[config.mk]
export PLATFORM = sky130hd
export DESIGN_NAME = cnt_cmp_evt_flat
export DESIGN_NICKNAME = d
export VERILOG_FILES = /design/src/rtl/cnt_cmp_evt_if.sv /design/src/rtl/cnt_cmp_evt.sv /design/src/flat_wrapper.sv
export SDC_FILE = /design/constraint.sdc
export NUM_CORES = 1
export LEC_CHECK = 0
export BUFFER_PORTS_ARGS = -buffer_cell sky130_fd_sc_hd__buf_2
export CORE_ASPECT_RATIO = 1.25
export CORE_MARGIN = 4
export CORE_UTILIZATION = 55
export DETAILED_ROUTE_END_ITERATION = 12
export MAX_ROUTING_LAYER = met4
export PLACE_DENSITY = 0.82
export RECOVER_POWER = 25
export SYNTH_ARGS = -nofsm -noshare
export SYNTH_HDL_FRONTEND = slang
export SYNTH_SLANG_ARGS = --single-unit
[constraint.sdc]
create_clock -name mclk -period 3.6 [get_ports mclk]
set_input_delay 0 -clock mclk [delete_from_list [all_inputs] [get_ports mclk]]
set_output_delay 0 -clock mclk [all_outputs]
set_load 0.02 [all_outputs]
[src/rtl/cnt_cmp_evt_if.sv]
// Counter-compare bus: counter sample, arm/disarm controls, latched marks and event outputs.
// master drives the counter/control side, slave is the compare/event stage.
interface cnt_cmp_evt_if #(
    parameter int WIDTH  = 16,
    parameter int MCNT_W = 8
);
    logic [WIDTH-1:0]  cnt_in;
    logic              cnt_vld;
    logic              arm;
    logic              disarm;
    logic              mode;
    logic [WIDTH-1:0]  cmp_lo;
    logic [WIDTH-1:0]  cmp_hi;
    logic              busy;
    logic              evt_lo;
    logic              evt_hi;
    logic              clr_req;
    logic [MCNT_W-1:0] match_cnt;
    logic              err_to;

    modport master (
        output cnt_in, cnt_vld, arm, disarm, mode, cmp_lo, cmp_hi,
        input  busy, evt_lo, evt_hi, clr_req, match_cnt, err_to
    );

    modport slave (
        input  cnt_in, cnt_vld, arm, disarm, mode, cmp_lo, cmp_hi,
        output busy, evt_lo, evt_hi, clr_req, match_cnt, err_to
    );
endinterface

[src/rtl/cnt_cmp_evt.sv]
// Lo-then-hi mark detector behind the free-running counter; pulses events and requests a counter clear.
// Latency: mark sampled at edge N -> evt_* during N+1, clr_req during N+2; all outputs registered.
// No backpressure: cnt_vld=0 skips compares. Optional LO_SEEN watchdog enabled by CNT_CMP_TIMEOUT_EN.
module cnt_cmp_evt #(
    parameter int WIDTH   = 16,
    parameter int MCNT_W  = 8,
    parameter int TIMEOUT = 1024
) (
    input  logic         mclk,
    input  logic         mreset,
    cnt_cmp_evt_if.slave bus
);

    typedef enum logic [1:0] {
        IDLE    = 2'd0,
        ARMED   = 2'd1,
        LO_SEEN = 2'd2,
        CLEAR   = 2'd3
    } state_t;

    state_t            state_q, state_d;
    logic [WIDTH-1:0]  lo_r, hi_r;
    logic              mode_r;
    logic              busy_q, evt_lo_q, evt_hi_q, clr_req_q;
    logic              evt_lo_d, evt_hi_d, clr_req_d, arm_acc;
    logic [MCNT_W-1:0] match_cnt_q;
    logic              lo_hit, hi_hit;

    assign lo_hit = bus.cnt_vld && (bus.cnt_in == lo_r);
    assign hi_hit = bus.cnt_vld && (bus.cnt_in == hi_r);

`ifdef CNT_CMP_TIMEOUT_EN
    localparam int WD_W = (TIMEOUT > 1) ? $clog2(TIMEOUT) : 1;

    logic [WD_W-1:0] wd_q;
    logic            wd_exp;
    logic            err_to_d, err_to_q;

    assign wd_exp = (wd_q == WD_W'(TIMEOUT - 1));
`endif

    always_comb begin
        state_d   = state_q;
        evt_lo_d  = 1'b0;
        evt_hi_d  = 1'b0;
        clr_req_d = 1'b0;
        arm_acc   = 1'b0;
`ifdef CNT_CMP_TIMEOUT_EN
        err_to_d  = 1'b0;
`endif
        case (state_q)
            IDLE: begin
                // arm beats a simultaneous disarm here, so disarm is simply not looked at
                if (bus.arm) begin
                    arm_acc = 1'b1;
                    state_d = ARMED;
                end
            end
            ARMED: begin
                if (bus.disarm) begin
                    state_d = IDLE;
                end else if (lo_hit) begin
                    evt_lo_d = 1'b1;
                    if (lo_r == hi_r) begin
                        evt_hi_d = 1'b1;
                        state_d  = CLEAR;
                    end else begin
                        state_d  = LO_SEEN;
                    end
                end
            end
            LO_SEEN: begin
                if (bus.disarm) begin
                    state_d = IDLE;
                end else if (hi_hit) begin
                    evt_hi_d = 1'b1;
                    state_d  = CLEAR;
`ifdef CNT_CMP_TIMEOUT_EN
                end else if (wd_exp) begin
                    err_to_d = 1'b1;
                    state_d  = IDLE;
`endif
                end
            end
            CLEAR: begin
                clr_req_d = 1'b1;
                state_d   = mode_r ? ARMED : IDLE;
            end
            default: state_d = IDLE;
        endcase
    end

    always_ff @(posedge mclk) begin
        if (mreset) begin
            state_q     <= IDLE;
            lo_r        <= '0;
            hi_r        <= '0;
            mode_r      <= 1'b0;
            busy_q      <= 1'b0;
            evt_lo_q    <= 1'b0;
            evt_hi_q    <= 1'b0;
            clr_req_q   <= 1'b0;
            match_cnt_q <= '0;
        end else begin
            state_q   <= state_d;
            busy_q    <= (state_d != IDLE);
            evt_lo_q  <= evt_lo_d;
            evt_hi_q  <= evt_hi_d;
            clr_req_q <= clr_req_d;
            if (arm_acc) begin
                lo_r   <= bus.cmp_lo;
                hi_r   <= bus.cmp_hi;
                mode_r <= bus.mode;
            end
            // count lands together with clr_req and sticks at all-ones
            if ((state_q == CLEAR) && !(&match_cnt_q))
                match_cnt_q <= match_cnt_q + MCNT_W'(1);
        end
    end

`ifdef CNT_CMP_TIMEOUT_EN
    // held at zero outside LO_SEEN, so every entry starts a fresh window
    always_ff @(posedge mclk) begin
        if (mreset) begin
            wd_q     <= '0;
            err_to_q <= 1'b0;
        end else begin
            err_to_q <= err_to_d;
            if (state_q != LO_SEEN)
                wd_q <= '0;
            else
                wd_q <= wd_q + WD_W'(1);
        end
    end

    assign bus.err_to = err_to_q;
`else
    assign bus.err_to = 1'b0;
`endif

    assign bus.busy      = busy_q;
    assign bus.evt_lo    = evt_lo_q;
    assign bus.evt_hi    = evt_hi_q;
    assign bus.clr_req   = clr_req_q;
    assign bus.match_cnt = match_cnt_q;

endmodule

[src/flat_wrapper.sv]
// flat-port wrapper written by rule: the top's interface ports become plain ports
module cnt_cmp_evt_flat 
#(
    parameter int WIDTH   = 16,
    parameter int MCNT_W  = 8,
    parameter int TIMEOUT = 1024
)
  (mclk, mreset, bus_cnt_in, bus_cnt_vld, bus_arm, bus_disarm, bus_mode, bus_cmp_lo, bus_cmp_hi, bus_busy, bus_evt_lo, bus_evt_hi, bus_clr_req, bus_match_cnt, bus_err_to);
  cnt_cmp_evt_if #(.WIDTH(WIDTH), .MCNT_W(MCNT_W)) bus_i ();
  input  logic mclk;
  input  logic mreset;
  input wire logic [$bits(bus_i.cnt_in)-1:0] bus_cnt_in;
  input wire logic [$bits(bus_i.cnt_vld)-1:0] bus_cnt_vld;
  input wire logic [$bits(bus_i.arm)-1:0] bus_arm;
  input wire logic [$bits(bus_i.disarm)-1:0] bus_disarm;
  input wire logic [$bits(bus_i.mode)-1:0] bus_mode;
  input wire logic [$bits(bus_i.cmp_lo)-1:0] bus_cmp_lo;
  input wire logic [$bits(bus_i.cmp_hi)-1:0] bus_cmp_hi;
  output wire logic [$bits(bus_i.busy)-1:0] bus_busy;
  output wire logic [$bits(bus_i.evt_lo)-1:0] bus_evt_lo;
  output wire logic [$bits(bus_i.evt_hi)-1:0] bus_evt_hi;
  output wire logic [$bits(bus_i.clr_req)-1:0] bus_clr_req;
  output wire logic [$bits(bus_i.match_cnt)-1:0] bus_match_cnt;
  output wire logic [$bits(bus_i.err_to)-1:0] bus_err_to;
  assign bus_i.cnt_in = bus_cnt_in;
  assign bus_i.cnt_vld = bus_cnt_vld;
  assign bus_i.arm = bus_arm;
  assign bus_i.disarm = bus_disarm;
  assign bus_i.mode = bus_mode;
  assign bus_i.cmp_lo = bus_cmp_lo;
  assign bus_i.cmp_hi = bus_cmp_hi;
  assign bus_busy = bus_i.busy;
  assign bus_evt_lo = bus_i.evt_lo;
  assign bus_evt_hi = bus_i.evt_hi;
  assign bus_clr_req = bus_i.clr_req;
  assign bus_match_cnt = bus_i.match_cnt;
  assign bus_err_to = bus_i.err_to;
  cnt_cmp_evt #(.WIDTH(WIDTH), .MCNT_W(MCNT_W), .TIMEOUT(TIMEOUT)) u_core (.mclk(mclk), .mreset(mreset), .bus(bus_i));
endmodule
==> results.json <==
{
  "drtAntennaViolNets": 0,
  "die_h_um": 82.0,
  "cp-end-kind": "register",
  "clk_pin_slew_ns": 0.08,
  "crit_top_cell": "nand2_1",
  "grtUsageTotal": 0.269,
  "critPathSlowestCell": "nand2_1",
  "cts_tree": "yes",
  "initial_core_util": 0.579,
  "place_hpwl_um": 4270,
  "cap_violations": 0,
  "cp.required_ns": 3.82,
  "gp_congestion": 0.844,
  "grt_setup_unrepaired": "false",
  "drt_pre_antenna_iters": 6,
  "seq_area_frac_synth": 0.390,
  "tns_ns": 0,
  "tightest_slew_ns": 1.14,
  "r2r_slack_ns": 1.61,
  "antenna_cells": 0,
  "grt_pass1_wl_um": 10900,
  "power_density_mw_per_mm2": 491,
  "wire_per_inst_um": 14.7,
  "synth_edf_count": 0,
  "die_area_mm2": 0.00551,
  "syn_area_mm2": 0.00241,
  "cp_max_fo": 33,
  "synth.area.mux_share": 0,
  "remaining_drc_errors": 0,
  "crit_type": "register to register",
  "synth_fa_ha_area_frac": 0.0311,
  "slew_headroom": 0.241,
  "finClkSkew_ns": 0.00588,
  "place_ws_ns": 1.66,
  "cp_top_family": "simple AND/OR/NAND/NOR gates",
  "layout.cells.most_common": "nand2_1",
  "finalNetCount": 445,
  "cts_made_buffers": 5,
  "grt_antenna_before_repair": 0,
  "path_buf_inv": 1,
  "area_growth_pct": 31.6,
  "p_total_w": 0.00156,
  "clock_path_buffers": 2,
  "drive_above_1_share": 0.184,
  "ys_ff_latch": 47,
  "globalRouteOverflowTotal": 0,
  "num_io_pins": 67,
  "htreeDepth": 2,
  "outcome": "finished, final reports clean",
  "nFillCells": 319,
  "synthDistinctLibCells": 41,
  "vias_per_cell": 5.32,
  "grt_max_degree": 48,
  "timing.final.ws_setup_ns": 1.61,
  "cts_sinks": 47,
  "crit_path_cell_trace": "inv_1 -> ha_1 -> nand2_1 -> nand2_1 -> a21oi_1",
  "die_x_um": 67.2,
  "synth_xor_area_frac": 0.185,
  "maxSlewViolCount": 0,
  "syn_inst": 293,
  "async_reset_ff_frac": 0,
  "grt_pass1_vias": 2453,
  "cts_setup_buffers": 0,
  "wl_um": 6480,
  "fin_crit_sh": 0.554,
  "layout_common_cells": "72 x nand2_1, 53 x buf_2, 47 x dfxtp_1",
  "max_freq_mhz": 502,
  "period_minus_slack_ns": 1.99,
  "start_kind": "register",
  "rows": 26,
  "synth_top_family_by_area": "simple AND/OR/NAND/NOR gates",
  "coreArea_mm2": 0.00416,
  "synth_nets": 353,
  "yosysWarnings": 0,
  "finalSetupViolations": 0,
  "drtIter0Drc": 83,
  "hold_viol_final": 0,
  "arrival_ns": 2.21,
  "vias": 2351,
  "yosys.area_share.simple": 0.237,
  "root_buffer": "clkbuf_8",
  "hp-class": "primary input to register",
  "postSynthAreaPerCell_um2": 8.23,
  "portBuffers": 65,
  "ys.flop_type": "dfxtp_1",
  "clk_latency_ns": 0.31,
  "ir_worst_vdd_v": 0.000306,
  "p_leak_nw": 1.27,
  "slowest_delay_ns": 0.81,
  "synth_compound_area_frac": 0.122
}
==> synth_stat cells, types with 2 or more instances <==
master / count / area share
xor2_1: 18 / 0.065
clkbuf_1: 8 / 0.012
nand2_1: 72 / 0.11
xnor2_1: 33 / 0.12
nor4_1: 5 / 0.013
o21ai_1: 3 / 0.0062
nor2_1: 11 / 0.017
inv_1: 7 / 0.011
buf_1: 4 / 0.0062
a21oi_1: 38 / 0.079
ha_1: 6 / 0.031
nand3_1: 4 / 0.0083
nor2b_1: 3 / 0.0078
dfxtp_1: 47 / 0.39
o31ai_1: 2 / 0.0062
nand4_1: 7 / 0.018
==> cell families after synthesis <==
family | after synthesis
simple gates | 117
compound gates | 51
xor+xnor | 51
flops | 47
buf+inv | 20
fa+ha+maj | 6
other cells | 1
==> worst min-delay path, cell delays in order <==
cell and delay (ns):
buf_2 0.11, nand2b_1 0.11, a21oi_1 0.06, o31ai_1 0.10, inv_1 0.05
==> metal layers <==
| layer | GRT usage | up-vias | wire, µm |
|---|---|---|---|
| li1 | - | 1155 | - |
| met1 | 0.269 | 1111 | 2460 |
| met2 | 0.499 | 70 | 3560 |
| met3 | 0.0506 | 15 | 296 |
| met4 | 0.116 | 0 | 166 |
| met5 | - | - | 0 |
==> worst paths after layout <==
path,start,end,cells after the start
worst max register to register,u_core.state_q[0],u_core.lo_r[14],5
worst min-delay path,bus_arm,u_core.state_q[1],5
worst max-delay path,u_core.state_q[0],u_core.lo_r[14],5
worst min register to register,u_core.bus.match_cnt[1],u_core.bus.match_cnt[1],2
==> sequential cells by signal, indices dropped and copies added (netlist names) <==
name and count:
u_core.hi_r 16, u_core.lo_r 16, u_core.bus.match_cnt 8, u_core.state_q 2, u_core.bus.busy 1, u_core.bus.clr_req 1, u_core.bus.evt_hi 1, u_core.bus.evt_lo 1
u_core.mode_r 1
==> power by group <==
| group | internal, W | switching, W | total [W] | leakage (nW) |
|---|---|---|---|---|
| Combinational | 0.000230 | 0.000291 | 0.000521 | 0.837 |
| Sequential | 0.000598 | 0.0000867 | 0.000685 | 0.384 |
| Clock | 0.000175 | 0.000177 | 0.000352 | 0.0505 |
==> final cells by class <==
class	instances	area (µm²)	area share
multi-input cells	226	1390	0.438
flip-flops and latches	47	941	0.297
repair buffers	98	641	0.202
clock buffers	7	96.3	0.0304
well taps	56	70.1	0.0221
inverters	7	26.3	0.00828
clock inverters	1	7.51	0.00237
==> what timing repair did <==
item | 4_1_cts | 5_1_grt
hold buffers | 33 | 0
hold endpoints to repair | 33 | 0
resized for setup | 0 | 0
==> through the flow <==
stage,instance area (µm²),cells,utilization,hold slack (ns)
2_1_floorplan,2410,293,-,0.136
3_3_place_gp,2750,401,0.661,0.241
3_5_place_dp,2750,401,0.661,0.245
4_1_cts,3190,442,0.766,0.173
5_1_grt,3170,442,0.762,0.191
6_report,3170,442,0.762,0.173
Power figures use the tool's default switching activity.
